$ cat config.mk
export PLATFORM = sky130hd
export DESIGN_NAME = card_dealer
export DESIGN_NICKNAME = d
export VERILOG_FILES = /design/src/rtl/card_dealer_pkg.sv /design/src/rtl/card_dealer_decode.sv /design/src/rtl/card_dealer.sv
export SDC_FILE = /design/constraint.sdc
export NUM_CORES = 1
export LEC_CHECK = 0
export CAP_MARGIN = 20
export CORE_UTILIZATION = 56
export CTS_CLUSTER_DIAMETER = 30
export DETAILED_ROUTE_END_ITERATION = 7
export PLACE_DENSITY = 0.86
export RECOVER_POWER = 100
export SYNTH_ARGS = -nofsm -noshare
export SYNTH_HDL_FRONTEND = slang
export SYNTH_HIERARCHICAL = 1
export SYNTH_SLANG_ARGS = --single-unit
$ cat constraint.sdc
create_clock -name clk_50M -period 6.35 [get_ports clk_50M]
set_clock_uncertainty 0.1 [all_clocks]
set_input_delay 0.9525 -clock clk_50M [delete_from_list [all_inputs] [get_ports clk_50M]]
set_output_delay 0.9525 -clock clk_50M [all_outputs]
set_load 0.03 [all_outputs]
$ cat src/rtl/card_dealer_pkg.sv
// rtl/card_dealer_pkg.sv - shared types and constants for the card dealer.
package card_dealer_pkg;

  typedef enum logic [1:0] {
    ST_IDLE,
    ST_SEARCH,
    ST_PRESENT
  } state_t;

  localparam logic [5:0]  DECK_SIZE    = 6'd52;
  localparam logic [5:0]  RANKS        = 6'd13;
  localparam logic [3:0]  LFSR_INIT_HI = 4'hA;
  // Feedback taps at bits 15, 13, 12, 10.
  localparam logic [15:0] LFSR_TAPS    = 16'hB400;

  function automatic logic [15:0] lfsr_next(input logic [15:0] cur);
    return {cur[14:0], ^(cur & LFSR_TAPS)};
  endfunction

endpackage

$ cat src/rtl/card_dealer_decode.sv
// rtl/card_dealer_decode.sv - card_decode: deck index to rank, suit and blackjack points.
module card_decode
  import card_dealer_pkg::*;
(
  input  logic [5:0] index,
  output logic [3:0] rank,
  output logic [1:0] suit,
  output logic [3:0] points
);

  logic [5:0] rem;

  always_comb begin
    suit = 2'd0;
    rem  = index;
    if (index >= RANKS * 6'd3) begin
      suit = 2'd3;
      rem  = index - RANKS * 6'd3;
    end else if (index >= RANKS * 6'd2) begin
      suit = 2'd2;
      rem  = index - RANKS * 6'd2;
    end else if (index >= RANKS) begin
      suit = 2'd1;
      rem  = index - RANKS;
    end
    rank = rem[3:0] + 4'd1;
    if (rank == 4'd1)
      points = 4'd11;
    else if (rank > 4'd10)
      points = 4'd10;
    else
      points = rank;
  end

endmodule

$ cat src/rtl/card_dealer.sv
// rtl/card_dealer.sv - LFSR-driven card dealer; CARD_DEALER_DEDUP_EN enables a no-repeat 52-card deck.
module card_dealer
  import card_dealer_pkg::*;
#(
  parameter int SEED_W = 12
) (
  input  logic              clk_50M,
  input  logic              i_Reset_n,
  input  logic [SEED_W-1:0] i_Seed,
  input  logic              i_Shuffle,
  input  logic              i_DrawReq,
  input  logic              i_CardAck,
  output logic              o_CardValid,
  output logic [3:0]        o_Rank,
  output logic [1:0]        o_Suit,
  output logic [3:0]        o_Points,
  output logic [5:0]        o_CardsLeft,
  output logic              o_DeckEmpty,
  output logic              o_Busy
);

  state_t      state;
  logic [15:0] lfsr;
  logic [5:0]  cand;
  logic        accept;
  logic [3:0]  dec_rank;
  logic [1:0]  dec_suit;
  logic [3:0]  dec_points;

  assign cand = lfsr[5:0];

  card_decode u_decode (
    .index  (cand),
    .rank   (dec_rank),
    .suit   (dec_suit),
    .points (dec_points)
  );

`ifdef CARD_DEALER_DEDUP_EN
  logic [DECK_SIZE-1:0] bitmap;
  logic [5:0]           cards_left;

  assign accept      = (cand < DECK_SIZE) && !bitmap[cand];
  assign o_CardsLeft = cards_left;
  assign o_DeckEmpty = (cards_left == 6'd0);

  always_ff @(posedge clk_50M or negedge i_Reset_n) begin
    if (!i_Reset_n) begin
      bitmap     <= '0;
      cards_left <= DECK_SIZE;
    end else if (i_Shuffle) begin
      bitmap     <= '0;
      cards_left <= DECK_SIZE;
    end else if (state == ST_SEARCH && accept) begin
      bitmap[cand] <= 1'b1;
      cards_left   <= cards_left - 6'd1;
    end
  end
`else
  assign accept      = (cand < DECK_SIZE);
  assign o_CardsLeft = DECK_SIZE;
  assign o_DeckEmpty = 1'b0;
`endif

  always_ff @(posedge clk_50M or negedge i_Reset_n) begin
    if (!i_Reset_n) begin
      state       <= ST_IDLE;
      lfsr        <= {LFSR_INIT_HI, 12'h000};
      o_CardValid <= 1'b0;
      o_Rank      <= 4'd0;
      o_Suit      <= 2'd0;
      o_Points    <= 4'd0;
      o_Busy      <= 1'b0;
    end else if (i_Shuffle) begin
      // Shuffle overrides any draw or ack arriving in the same cycle.
      state       <= ST_IDLE;
      lfsr        <= {LFSR_INIT_HI, i_Seed[11:0]};
      o_CardValid <= 1'b0;
      o_Busy      <= 1'b0;
    end else begin
      case (state)
        ST_IDLE: begin
          if (i_DrawReq && !o_DeckEmpty) begin
            state  <= ST_SEARCH;
            o_Busy <= 1'b1;
          end
        end
        ST_SEARCH: begin
          lfsr <= lfsr_next(lfsr);
          if (accept) begin
            o_Rank      <= dec_rank;
            o_Suit      <= dec_suit;
            o_Points    <= dec_points;
            o_CardValid <= 1'b1;
            state       <= ST_PRESENT;
          end
        end
        ST_PRESENT: begin
          if (i_CardAck) begin
            o_CardValid <= 1'b0;
            o_Busy      <= 1'b0;
            state       <= ST_IDLE;
          end
        end
        default: state <= ST_IDLE;
      endcase
    end
  end

endmodule

Yosys cells after proc, flatten, opt, wreduce, memory -nomap -nowiden:

Index checks and enable logic that the tools add are counted.

* add/subtract/negate cells: 4
* multiply operators: 0
* div/mod/pow operators: 0
* magnitude comparators: 5
* eq/ne operators: 6
* shifts and indexed selects: 0
* mux-type cells: 22
* bitwise gates (word level): 1
* reductions and logical operators: 9

Operator list (number)
* $mux W16: 2
* $mux W4: 5
* $reduce_xor A16 Y1: 1
* $mux W2: 6
* $reduce_and A3 Y1: 4
* $ne A3 B3 Y1 const B: 3
* $sub A4 B4 Y4 const B: 2
* $ge A6 B4 Y1 const B: 1
* $ge A6 B5 Y1 const B: 1
* $ge A6 B6 Y1 const B: 1
* $lt A6 B6 Y1 const B: 1
* $mux W1: 6
* $pmux W2 S3: 1
* $reduce_bool A3 Y1: 2
* $add A4 B1 Y4 const B: 1
* $eq A4 B1 Y1 const B: 1
* $gt A4 B4 Y1 const B: 1
* $pmux W1 S2: 2
* $sub A4 B3 Y4 const B: 1
* $eq A2 B1 Y1 const B: 1
* $eq A2 B2 Y1 const B: 1
* $logic_not A2 Y1: 1
* $reduce_bool A2 Y1: 1
* $not A1 Y1: 1

* flip-flop bits (word level): 30
* bits in latches: 0
* bits in writable memories: 0
* bits in read-only memories: 0
* bits of input ports: 17
* output and inout bits: 19
* word-level logic and storage cells: 54
* memories: 0

Depth between registers and ports, before layout:

* depth in word-level cells: 8
* depth in mapped cells: 12
* mapped depth without buffers: 12

Cells and area by module:

The synthesis kept the hierarchy.

By module, submodules not included
* card_dealer: instances 1, cells each 121, area an instance 1406.3 µm², seq. area each 753.2 µm²
* card_decode: instances 1, cells each 68, area an instance 538.0 µm², seq. area each 0.0 µm²

Least setup slack after synthesis:

No wires, ideal clock.

* kind: register to register
* start point: register lfsr[1]
* end point: register o_Points[1]
* library setup time: 0.125 ns
* arrival time: 2.560 ns
* required time: 6.125 ns
* path slack: 3.566 ns
* cell stages (with the launch flop): 13
* path through: dfrtp_1 inv_1 ha_1 nand2b_1 a311oi_1 o2111ai_1 nand2_1 ha_1 xor2_1 inv_1 nor2_1 mux2i_1 mux2_2

* cells in the longest elaborated chain, start to end: 8
* elaborated cells on any way between the ends: 16
* classes of those cells: add/sub (4); order compare (5); eq/ne (1); mux (5); reduce/logical (1)

RTL lines
* start, declared: line card_dealer.sv:23 `logic [15:0] lfsr;`
* start signal, assigned: line card_dealer.sv:68 `lfsr <= {LFSR_INIT_HI, 12'h000};`
* start signal, assigned: line card_dealer.sv:77 `lfsr <= {LFSR_INIT_HI, i_Seed[11:0]};`
* start signal, assigned: line card_dealer.sv:89 `lfsr <= lfsr_next(lfsr);`
* $ge A6 B4 Y1 / $sub A4 B4 Y4 (equally long branches): line card_dealer_decode.sv:22, card_dealer_decode.sv:24
* $mux W4: line card_dealer_decode.sv:22 `end else if (index >= RANKS) begin`
* $mux W4: line card_dealer_decode.sv:19 `end else if (index >= RANKS * 6'd2) begin`
* $mux W4 *: line card_dealer_decode.sv:16 `if (index >= RANKS * 6'd3) begin`
* $add A4 B1 Y4 *: line card_dealer_decode.sv:26 `rank = rem[3:0] + 4'd1;`
* net dec_rank[2]: line card_dealer.sv:26 `logic [3:0] dec_rank;`
* $gt A4 B4 Y1: line card_dealer_decode.sv:29 `else if (rank > 4'd10)`
* $mux W4: line card_dealer_decode.sv:29
* $mux W4 *: line card_dealer_decode.sv:27 `if (rank == 4'd1)`
* net dec_points[1]: line card_dealer.sv:28 `logic [3:0] dec_points;`
* end signal, assigned: line card_dealer.sv:93 `o_Points <= dec_points;`
* end, declared: line card_dealer.sv:16 `output logic [3:0] o_Points,`

Mark *: on every way through the listed nets, which the timed path passes. The rest lies on a longest branch.
A chain may end at the register's enable or synchronous reset.

Final worst setup path:

Ends and elaborated chain as after synthesis.

==> reports/metrics.cfg <==
[run_status]
outcome = finished with violations
failed_checks = max-capacitance violations, max-slew violations

[critical_path]
worst-endpoint-arrival_ns = 3.30
endpoint_of_the_most_critical_register_to_register_path = o_Points[1]
worst-path-max-fanout = 10
beginning_of_the_worst_register_to_register_path = lfsr[1]
setup.worst_path.start_class = flop
worstSetupEndpointType = flop
reg2reg_slack_ns = 3.18
timing.critical_path.required_ns = 6.48
ff2ff_path_depth = 12
timing_worst_setup_path_type = reg -> reg

[synthesis]
synthesis.area_per_instance_um2 = 10.3
synth_simple_gate_area_frac = 0.124
post_synth_main_area_contributors = sky130_fd_sc_hd__dfrtp_1 36%, sky130_fd_sc_hd__mux2i_1 7.7%, sky130_fd_sc_hd__ha_1 6.4%
postSynth.topFlopCell = sky130_fd_sc_hd__dfrtp_1
syn_inst = 189
synth.top_cell.area_share = 0.360
xor_and_xnor_area_share_after_synthesis = 0.0431
synth.most_common_cell = sky130_fd_sc_hd__dfrtp_1
yosys.area_share.adder = 0.0644
synth_edf_count = 0
synth-warning-count = 6
synth_top_area_cell = sky130_fd_sc_hd__dfrtp_1
synth_area_um2 = 1940
synth.distinct_cells = 52
ys_seq_elements = 30
ys_async_sr_fraction = 1.00
main_combinational_cell_family_by_area_after_synthesis = compound AO/OA/AOI/OAI gates
synth-compound-area-share = 0.158
synth.area.mux_share = 0.135
synth.yosys.seq_area_share = 0.387
synth_commonest_cells = 28 x sky130_fd_sc_hd__dfrtp_1, 19 x sky130_fd_sc_hd__nand2_1, 15 x sky130_fd_sc_hd__mux2i_1

[power]
power.leakage_nw = 0.976
seq_power_share = 0.383
clkPwrFrac = 0.156
comb_power_share = 0.462
power.internal_mw = 0.420
power.total_mw = 0.713
vdd_ir_drop_max_uv = 198
power.net_switching_mw = 0.293
pwr_density_cell_nw_per_um2 = 321
power_switching_share = 0.411

[placed_design]
place_inst = 254
dpl.hpwl_um = 2530
finalWeightedCongestion = 0.886
number_of_i_o_port_buffers = 28

[route]
drtPass1Iterations = 6
drt_wl_total_um = 3560
post-route-drc-count = 0
antenna_violating_nets_post_route = 0
wire_per_inst_um = 13.6
initialDrtViolationCount = 50
avgViaCountPerCell = 5.36
vias = 1404

[finish]
antenna_diode_instance_count = 0
layout.cells.non_filler = 262
fin_nets = 242
layout-drive-gt1-share = 0.139
syn2layout_area_growth_pct = 14.2

[timing]
final.min_clock_period_ns = 3.17
rsz_0062_raised_after_global_routing = no
fmax_mhz = 316
hold_viol = 0
worstMarginPinSlew_ns = 1.58
hold_ws_ns = 0.410
final_setup_violation_count = 0
post-route-period-util = 0.499
drv_slew = 31
post_route_setup_tns_ns = 0
maxSlewHeadroom = -0.0502

[die]
floorplan.initialDensity = 0.583
die_h_um = 60.9
top_level_ports = 36
core_area_um2 = 3340
die-width_um = 60.9
design.die.area_um2 = 3710
rows = 21

[clock_tree]
tritoncts_clock_tree = yes
worst_skew_pair.late_latency_ns = 0.34
clk_transition_reported_paths_ns = 0.09
cts_max_level = 2
numCtsBuffers = 5
hold_buffers = 0
clock-sinks = 30
post_cts.repair.setup_buffers = 0
clk_root_buffer_cell = sky130_fd_sc_hd__clkbuf_4
post_cts_resized = 0
clockBufferDepth = 2

[global_route]
grt_start_max_net_pins = 33
grt.overflow.total = 0
grt_pass1_wl_um = 6060
grt_antenna_before_repair = 0
grt_use_total = 0.224
grt_pass1_vias = 1361

[worst_hold_path]
min-delay-path-class = reg -> reg
holdPathEnd = o_Suit[1]
hold_path_startpoint = o_Suit[1]
hold_depth = 1

[run]
maxCapViolCount = 1

-- through the flow --
step	utilization	cell area, um^2	setup WS, ns
2_1_floorplan	-	1960	3.57
3_3_place_gp	0.657	2190	3.26
3_5_place_dp	0.657	2190	3.26
4_1_cts	0.672	2240	3.24
5_1_grt	0.666	2220	2.98
6_report	0.666	2220	3.18
-- cells by family (layout without fill, tap and decap cells) --
logic type / after synthesis / in the layout
AND/OR/NAND/NOR: 45 / 45
XOR/XNOR: 7 / 7
AO/OA/AOI/OAI: 42 / 42
flip-flops: 30 / 30
buffers and inverters: 28 / 50
multiplexers: 25 / 25
other: 2 / 7
adder cells (fa/ha/maj): 10 / 10
-- power groups by stage --
stage | combinational [mW] | sequential [mW] | clock, mW
final | 0.329 | 0.273 | 0.111
after global routing | 0.359 | 0.280 | 0.119
after CTS | 0.342 | 0.275 | 0.112
after detailed placement | 0.341 | 0.279 | 0
after global placement | 0.335 | 0.276 | 0
after floorplan | 0.181 | 0.330 | 0
-- critical path, cell delays in order, from the launching register on --
cell,delay [ns]
sky130_fd_sc_hd__dfrtp_1,0.57
sky130_fd_sc_hd__inv_1,0.17
sky130_fd_sc_hd__ha_1,0.21
sky130_fd_sc_hd__nand2b_1,0.16
sky130_fd_sc_hd__a311oi_1,0.48
sky130_fd_sc_hd__o2111ai_1,0.20
sky130_fd_sc_hd__nand2_1,0.13
sky130_fd_sc_hd__ha_1,0.16
sky130_fd_sc_hd__xor2_1,0.31
sky130_fd_sc_hd__inv_1,0.10
sky130_fd_sc_hd__nor2_1,0.12
sky130_fd_sc_hd__mux2i_1,0.08
sky130_fd_sc_hd__mux2_2,0.26
-- per-layer routing --
metal | vias to the layer above | GRT usage | part of all wire
met1 | 670 | 0.289 | 0.46
met5 | - | 0 | 0
li1 | 693 | - | -
met3 | 8 | 0.0512 | 0.035
met4 | 0 | 0.0877 | 0.016
met2 | 33 | 0.369 | 0.49
-- layout make-up --
cell class / instances / area (um^2)
Clock buffer: 6 / 41.3
Timing Repair Buffer: 29 / 284
Fill cell: 291 / 1120
Sequential cell: 30 / 753
Inverter: 13 / 48.8
Clock inverter: 2 / 10.0
Multi-Input combinational cell: 136 / 1030
Tap cell: 46 / 57.6
-- worst max-delay path by stage --
stage,startpoint,to,slack (ns)
6_report,lfsr[1],o_Points[1],3.18
5_1_grt,lfsr[1],o_Points[1],2.98
3_3_place_gp,i_Shuffle,o_Points[2],3.26
2_1_floorplan,lfsr[1],o_Points[1],3.57
4_1_cts,lfsr[1],o_Points[1],3.24
3_5_place_dp,i_Shuffle,o_Points[3],3.26
-- placed cells by master (no fill, tap or decap), drive strengths merged, types with 4 or more instances in the layout --
| cell type | Yosys | layout |
|---|---|---|
| nand2 | 20 | 20 |
| inv | 13 | 13 |
| dlygate4sd3 | 0 | 14 |
| a21oi | 6 | 6 |
| conb | 2 | 7 |
| o21ai | 15 | 15 |
| ha | 10 | 10 |
| nor2 | 8 | 8 |
| xnor2 | 4 | 4 |
| mux2i | 15 | 15 |
| nand2b | 4 | 4 |
| dfrtp | 28 | 28 |
| clkdlybuf4s50 | 0 | 14 |
| mux2 | 10 | 10 |
| clkbuf | 3 | 7 |
-- sequential cells by signal, summed over array words and instances (netlist names) --
register,flops
o_Busy,1
lfsr,16
o_Rank,4
o_Suit,2
state,2
o_CardValid,1
o_Points,4
No activity file was read; power rests on OpenSTA's default activity.
